===== src/rtl/dq_seq_pkg.sv =====
// Shared encodings for the DQ-form micro-op sequencer: opType values,
// sequencer FSM states and the doubleword stride between the two micro-ops.
package dq_seq_pkg;

  typedef enum logic [1:0] {
    DQ_OP_LQ   = 2'd0,
    DQ_OP_LXV  = 2'd1,
    DQ_OP_STXV = 2'd2,
    DQ_OP_RSVD = 2'd3
  } dq_op_e;

  typedef enum logic [1:0] {
    ST_IDLE = 2'd0,
    ST_UOP0 = 2'd1,
    ST_UOP1 = 2'd2
  } dq_state_e;

  localparam int unsigned DQ_UOP_STRIDE = 8;

endpackage


===== src/rtl/dq_form_check.sv =====
// lq illegal-form detector: an odd RTp, or RTp equal to RA, makes lq illegal.
// Only instantiated when DQ_SEQ_ILLEGAL_CHECK_EN is defined.
module dq_form_check
  import dq_seq_pkg::*;
#(
  parameter int regWidth = 5
) (
  input  logic [1:0]          opType,
  input  logic [regWidth-1:0] rtp,
  input  logic [regWidth-1:0] ra,
  output logic                illegal
);

  assign illegal = (opType == DQ_OP_LQ) && (rtp[0] || (rtp == ra));

endmodule


===== src/rtl/dq_uop_sequencer.sv =====
// Cracks lq / lxv / stxv into two 64-bit memory micro-ops issued over valid/ready.
// Build option DQ_SEQ_ILLEGAL_CHECK_EN enables the lq illegal-form check.
//
// state   | meaning
// IDLE    | no instruction held; decoder may present a new one
// UOP0    | first doubleword micro-op presented (offset = base)
// UOP1    | second doubleword micro-op presented (offset = base+8, last=1)
module dq_uop_sequencer
  import dq_seq_pkg::*;
#(
  parameter int regWidth = 5,
  parameter int immWidth = 12,
  parameter int offWidth = 16
) (
  input  logic                clock_i,
  input  logic                reset_i,
  input  logic                enable_i,
  input  logic [1:0]          opType_i,
  input  logic [regWidth-1:0] reg1_i,
  input  logic [regWidth-1:0] reg2_i,
  input  logic [immWidth-1:0] imm_i,
  input  logic                bit_i,
  input  logic                flush_i,
  output logic                stall_o,
  output logic                illegal_o,
  output logic                uopValid_o,
  input  logic                uopReady_i,
  output logic                uopStore_o,
  output logic                uopVsx_o,
  output logic [regWidth:0]   uopReg_o,
  output logic [regWidth-1:0] uopBase_o,
  output logic [offWidth-1:0] uopOffset_o,
  output logic                uopLast_o
);

  dq_state_e             state;
  logic [regWidth:0]     reg1_hold;
  logic [offWidth-1:0]   off1_hold;

  logic                  accept;
  logic                  form_bad;
  logic                  is_lq;
  logic                  handshake;
  logic [offWidth-1:0]   disp;
  logic [regWidth-1:0]   rt_next;
  logic [regWidth:0]     reg0_sel;
  logic [regWidth:0]     reg1_sel;

  assign is_lq     = (opType_i == DQ_OP_LQ);
  assign accept    = enable_i && !stall_o && !flush_i && (opType_i != DQ_OP_RSVD);
  assign handshake = uopValid_o && uopReady_i;

  // The DQ field is a quadword-scaled displacement; the low nibble is always zero,
  // so OR-ing in the stride yields base+8 without a carry chain.
  assign disp     = offWidth'(signed'({imm_i, 4'b0000}));
  assign rt_next  = reg1_i + regWidth'(1);
  assign reg0_sel = is_lq ? {1'b0, reg1_i}  : {bit_i, reg1_i};
  assign reg1_sel = is_lq ? {1'b0, rt_next} : {bit_i, reg1_i};

`ifdef DQ_SEQ_ILLEGAL_CHECK_EN
  dq_form_check #(
    .regWidth(regWidth)
  ) u_form_check (
    .opType (opType_i),
    .rtp    (reg1_i),
    .ra     (reg2_i),
    .illegal(form_bad)
  );
`else
  assign form_bad = 1'b0;
`endif

  always_ff @(posedge clock_i or posedge reset_i) begin
    if (reset_i) begin
      state       <= ST_IDLE;
      stall_o     <= 1'b0;
      illegal_o   <= 1'b0;
      uopValid_o  <= 1'b0;
      uopStore_o  <= 1'b0;
      uopVsx_o    <= 1'b0;
      uopReg_o    <= '0;
      uopBase_o   <= '0;
      uopOffset_o <= '0;
      uopLast_o   <= 1'b0;
      reg1_hold   <= '0;
      off1_hold   <= '0;
    end else begin
      illegal_o <= 1'b0;
      if (flush_i) begin
        state      <= ST_IDLE;
        uopValid_o <= 1'b0;
        stall_o    <= 1'b0;
        uopLast_o  <= 1'b0;
      end else begin
        case (state)
          ST_IDLE: begin
            if (accept) begin
              if (form_bad) begin
                illegal_o <= 1'b1;
              end else begin
                state       <= ST_UOP0;
                uopValid_o  <= 1'b1;
                stall_o     <= 1'b1;
                uopLast_o   <= 1'b0;
                uopStore_o  <= (opType_i == DQ_OP_STXV);
                uopVsx_o    <= !is_lq;
                uopReg_o    <= reg0_sel;
                uopBase_o   <= reg2_i;
                uopOffset_o <= disp;
                reg1_hold   <= reg1_sel;
                off1_hold   <= disp | offWidth'(DQ_UOP_STRIDE);
              end
            end
          end
          ST_UOP0: begin
            if (handshake) begin
              state       <= ST_UOP1;
              uopReg_o    <= reg1_hold;
              uopOffset_o <= off1_hold;
              uopLast_o   <= 1'b1;
            end
          end
          ST_UOP1: begin
            if (handshake) begin
              state      <= ST_IDLE;
              uopValid_o <= 1'b0;
              stall_o    <= 1'b0;
              uopLast_o  <= 1'b0;
            end
          end
          default: begin
            state      <= ST_IDLE;
            uopValid_o <= 1'b0;
            stall_o    <= 1'b0;
            uopLast_o  <= 1'b0;
          end
        endcase
      end
    end
  end

endmodule


===== config.mk =====
export PLATFORM = sky130hd
export DESIGN_NAME = dq_uop_sequencer
export DESIGN_NICKNAME = d
export VERILOG_FILES = /design/src/rtl/dq_seq_pkg.sv /design/src/rtl/dq_form_check.sv /design/src/rtl/dq_uop_sequencer.sv
export SDC_FILE = /design/constraint.sdc
export NUM_CORES = 1
export LEC_CHECK = 0
export ABC_AREA = 1
export CORE_MARGIN = 4
export CORE_UTILIZATION = 48
export CTS_BUF_LIST = sky130_fd_sc_hd__clkbuf_8
export CTS_CLUSTER_DIAMETER = 50
export DETAILED_ROUTE_END_ITERATION = 8
export PLACE_DENSITY = 0.77
export SYNTH_ARGS = -nofsm -noshare
export SYNTH_HDL_FRONTEND = slang
export SYNTH_SLANG_ARGS = --single-unit
export TNS_END_PERCENT = 30

===== constraint.sdc =====
create_clock -name clock_i -period 4.34 [get_ports clock_i]
set_clock_uncertainty 0.2 [all_clocks]
set_input_delay 0.651 -clock clock_i [delete_from_list [all_inputs] [get_ports clock_i]]
set_output_delay 0.651 -clock clock_i [all_outputs]
set_load 0.01 [all_outputs]

# Word level (Yosys, flattened, before mapping)
# Index checks and enable logic that the tools add are counted.
# Widths: inputs -> output; s select.
[classes]
reduce_logical = 14
n_bitwise = 1
mux = 21
eq_ne = 10
add_sub_neg = 1
[ops]
columns = ["op", "count"]
rows = [
  ["$mux 16", 2],
  ["$pmux 16 s2", 1],
  ["$mux 6", 4],
  ["$pmux 6 s2", 1],
  ["$ne 3x3->1 const B", 3],
  ["$reduce_and 3->1", 3],
  ["$mux 2", 4],
  ["$ne 2x2->1 const B", 4],
  ["$mux 1", 6],
  ["$pmux 1 s3", 2],
  ["$pmux 2 s3", 1],
  ["$add 5x1->5 const B", 1],
  ["$eq 2x2->1 const B", 2],
  ["$logic_and 1x1->1", 4],
  ["$logic_not 2->1", 2],
  ["$reduce_and 4->1", 1],
  ["$logic_not 1->1", 3],
  ["$eq 2x1->1 const B", 1],
  ["$reduce_bool 2->1", 1],
  ["$not 1->1", 1],
]
[word_totals]
inputBits = 30
output_inout_bits = 33
ff_bits = 52

# Depth between registers and ports, before layout
[logic_depth]
ltp_word = 7
depth_mapped = 8
mapped_depth_nobuf = 7

# Worst setup path after synthesis
# No wires, ideal clock.
[synth_timing]
path_type = "input to register"
start = "in enable_i"
end = "reg uopOffset_o[15]"
t_arrival_ns = 1.378
cell_stages = 8
path_buffers = 1
path_slack_ns = 2.646
path_cell_list = "inv_1 > nor2_4 > nand3_4 > nand2_4 > nand2_4 > buf_4 > nand2_1 > nand2_1"
[synth_between]
elab_chain_cells = 5
[synth_rtl]
columns = ["item", "line", "source"]
rows = [
  ["start, declared", "dq_uop_sequencer.sv:17", "input logic enable_i,"],
  ["$logic_and 1x1->1 (3 in series)", "dq_uop_sequencer.sv:50", "assign accept = enable_i && !stall_o && !flush_i && (opType_i != DQ_OP_RSVD);"],
  ["$ne 2x2->1 (no source line)", "-", ""],
  ["$reduce_and 4->1 (no source line)", "-", ""],
  ["end signal, assigned", "dq_uop_sequencer.sv:109", "uopOffset_o <= disp;"],
  ["end signal, assigned", "dq_uop_sequencer.sv:119", "uopOffset_o <= off1_hold;"],
  ["end, declared", "dq_uop_sequencer.sv:32", "output logic [offWidth-1:0] uopOffset_o,"],
]
# Every way passes these cells.
# A chain may end at the register's enable or synchronous reset.

# Worst setup path after layout
[layout_timing]
start = "reg uopLast_o"
end = "out uopLast_o"
[layout_lines]
columns = ["item", "line", "source"]
rows = [
  ["start, declared", "dq_uop_sequencer.sv:33", "output logic uopLast_o"],
  ["start signal, assigned", "dq_uop_sequencer.sv:84", "uopLast_o <= 1'b0;"],
  ["start signal, assigned", "dq_uop_sequencer.sv:93", "uopLast_o <= 1'b0;"],
  ["start signal, assigned", "dq_uop_sequencer.sv:104", "uopLast_o <= 1'b0;"],
]
# No word-level cell between the ends.

==> reports/results.txt <==
Core Area: 5107 um2
antenna cell count: 0
clock-pin transition on the worst setup and hold timing paths: 0.08 ns
hold_buf cts: 0
Worst R2R Path Depth: 4
DR vias/cell: 4.811
max-slew violations: 0
Lkg Pwr: 1.592 nW
initial antenna violation count: 0
crit path max fanout: 6
Synth Area in Simple Gates: 38.06%
commonest cells after routing, fill and taps aside: nand2_1 (148), clkdlybuf4s50_1 (58), dfrtp_1 (48)
Detailed Place HPWL: 3690 um
Yosys Warn Count: 0
Compound-Gate Fraction of Synth Area: 2.779%
first-pass GRT wire length: 8956 um
worst hold path type: register to register
largest family of logic cells by synthesized area: simple AND/OR/NAND/NOR gates
Site Rows: 26
Final Instance Area: 3123 um2
area delta synth->final: 23.87%
initial core utilization: 49.36%
FF+latch area: 1201 um2
crit share post-route: 51.47%
#FFs+latches synth: 48
worst r2r dst: uopOffset_o[13]
Clock Latency Late Sink: 0.29 ns
WP depth: 1
total gr overflow: 0
Mapped Cells: 308
vias in the first global route: 2007
flop-to-flop setup slack: 2.35 ns
fmax: 447.7 MHz
antenna viol nets, final: 0
Residual DRC: 0
Root Driver: clkbuf_8
first-pass iteration count of the detailed router: 4
critical path's slowest cell: clkdlybuf4s50_1
total power: 1.612 mW
die span in x: 80.48 um
die area: 6476 um2
clk sinks: 48
mean routed wirelength per cell: 12.61 um
dpl cell area: 3015 um2
H-tree levels: 2
Post-Synth Adder-Cell Area: 0.4963%
Num CTS Buffers: 5
Worst-Margin Slew: 0.9883 ns
fin util: 61.15%
synth unique cells: 24
Worst EP arrival: 1.38 ns
Buffers on Ports: 58
max_cap viols: 0
CP startpoint kind: register
WS Path Type: register to primary output
fin nets: 388
leading cell type in the layout, fill and taps excluded: nand2_1
Worst Setup SP: uopLast_o
postcts setup bufs: 0
status: finished, final reports clean
Seq/Total Area, Yosys: 47.64%
Post-Synth XOR/XNOR Area: 0.6948%
wirelength, routed: 5397 um
normalized max-slew margin: 34.02%
CP delay by family, top: buffers and inverters
Setup Viol. Count Final: 0
multi-input logic area: 1075 um2
final RePlAce weighted congestion: 0.8161
gr usage total: 17.52%
Power Dens Cells: 516.2 nW/um2
overall die height: 80.48 um
DR iter-0 viols: 138
worst path cell trace: clkdlybuf4s50_1
RSZ-0062 raised after global routing: no
Resize count post-CTS: 0
Buf/Inv on CP: 1
mux contribution to synthesized area: 0%
VDD IR-drop max: 0.0002307 V
Worst setup EP type: primary output
hold violation total from the final report: 0
CTS tree: built
Mapped Avg Cell Area: 8.186 um2
vias: 2059
fill count: 473
TNS Setup: 0 ns
CP required: 3.49 ns
RR Startpoint: state[0]
synthesized area: 2521 um2
Top Ports: 63
layout cells sized above 1: 9.218%
crit path time final: 2.234 ns
Worst Setup EP: uopLast_o
worst stage delay on the critical path: 0.59 ns
Clock Tree Buf Depth: 2
largest net degree at the start of global routing: 49
==> worst min-delay path by stage <==
stage	from	end	slack, ns	cells past startpoint
2_1_floorplan	off1_hold[3]	off1_hold[3]	0.22	2
3_3_place_gp	off1_hold[3]	off1_hold[3]	0.23	2
5_1_grt	off1_hold[3]	off1_hold[3]	0.29	2
4_1_cts	uopOffset_o[15]	uopOffset_o[15]	0.28	2
6_report	uopOffset_o[15]	uopOffset_o[15]	0.27	2
3_5_place_dp	off1_hold[3]	off1_hold[3]	0.26	2
==> worst register-to-register path: cells and delay by family (launching register included) <==
family          cells  cell delay, ns
flops               1            0.79
simple gates        3            0.63
compound gates      1            0.32
==> layout make-up <==
cell class | count | share of cell area [%]
multi-input combinational | 225 | 34.41
clock inverter | 3 | 1.242
tap | 70 | 2.804
clock buffer | 5 | 2.204
sequential | 48 | 38.46
timing repair buffer | 58 | 18.59
inverter | 19 | 2.284
==> per-layer routing <==
layer	share of wire (%)	up-vias	GRT usage, %
met4	1.1	0	5.236
li1	-	1052	-
met1	44	934	22.87
met3	6.4	6	3.363
met5	0	-	0
met2	48	67	29.39
==> where the power goes <==
group          internal (mW)  leakage [nW]  switching, mW
sequential             0.609         0.600         0.0995
combinational          0.303         0.933          0.291
clock                  0.169        0.0593          0.141
==> cells by family (layout without fill, tap and decap cells) <==
group	count (synthesis)	after routing
AOI/OAI and AO/OA	14	14
xor gates and xnor gates	2	2
adders and majority gates	1	1
buffers and inverters	38	85
DFF	48	48
other	1	4
and+or+nand+nor	204	204
==> Yosys cell counts <==
master   instances  share of area, %
nand3_1         29               5.8
nor2_8           1              0.79
nor2_2           1              0.25
nand2_1        148                22
buf_2            4              0.79
buf_12           3               2.4
nand3_4          1              0.69
inv_2            4              0.60
nand2_2          3              0.74
nor2_1           3              0.45
ha_1             1              0.50
nand4_1          3              0.74
nand4_4          1              0.84
conb_1           1              0.15
o21ai_0          9               1.8
nand3_2         10               4.0
buf_4            8               2.4
inv_1           15               2.2
nor2_4           2              0.89
buf_6            4               1.8
dfrtp_1         48                48
xnor2_1          2              0.69
o21ai_1          5              0.99
nand2_4          2              0.89
==> metrics by stage <==
| step | hold slack [ns] | std cells | worst slack (ns) |
|---|---|---|---|
| 6_report | 0.2738 | 428 | 2.106 |
| 3_5_place_dp | 0.2582 | 420 | 1.928 |
| 5_1_grt | 0.2950 | 428 | 2.047 |
| 2_1_floorplan | 0.2224 | 311 | 2.345 |
| 4_1_cts | 0.2807 | 428 | 2.089 |
| 3_3_place_gp | 0.2337 | 420 | 1.955 |
==> flip-flops by register name, summed over array words and instances, names as in the netlist <==
register     flops
uopValid_o       1
off1_hold       13
uopOffset_o     13
uopBase_o        5
uopStore_o       1
state            1
uopVsx_o         1
reg1_hold        6
uopReg_o         6
uopLast_o        1
Note: power is estimated with default switching activity, not from simulation.
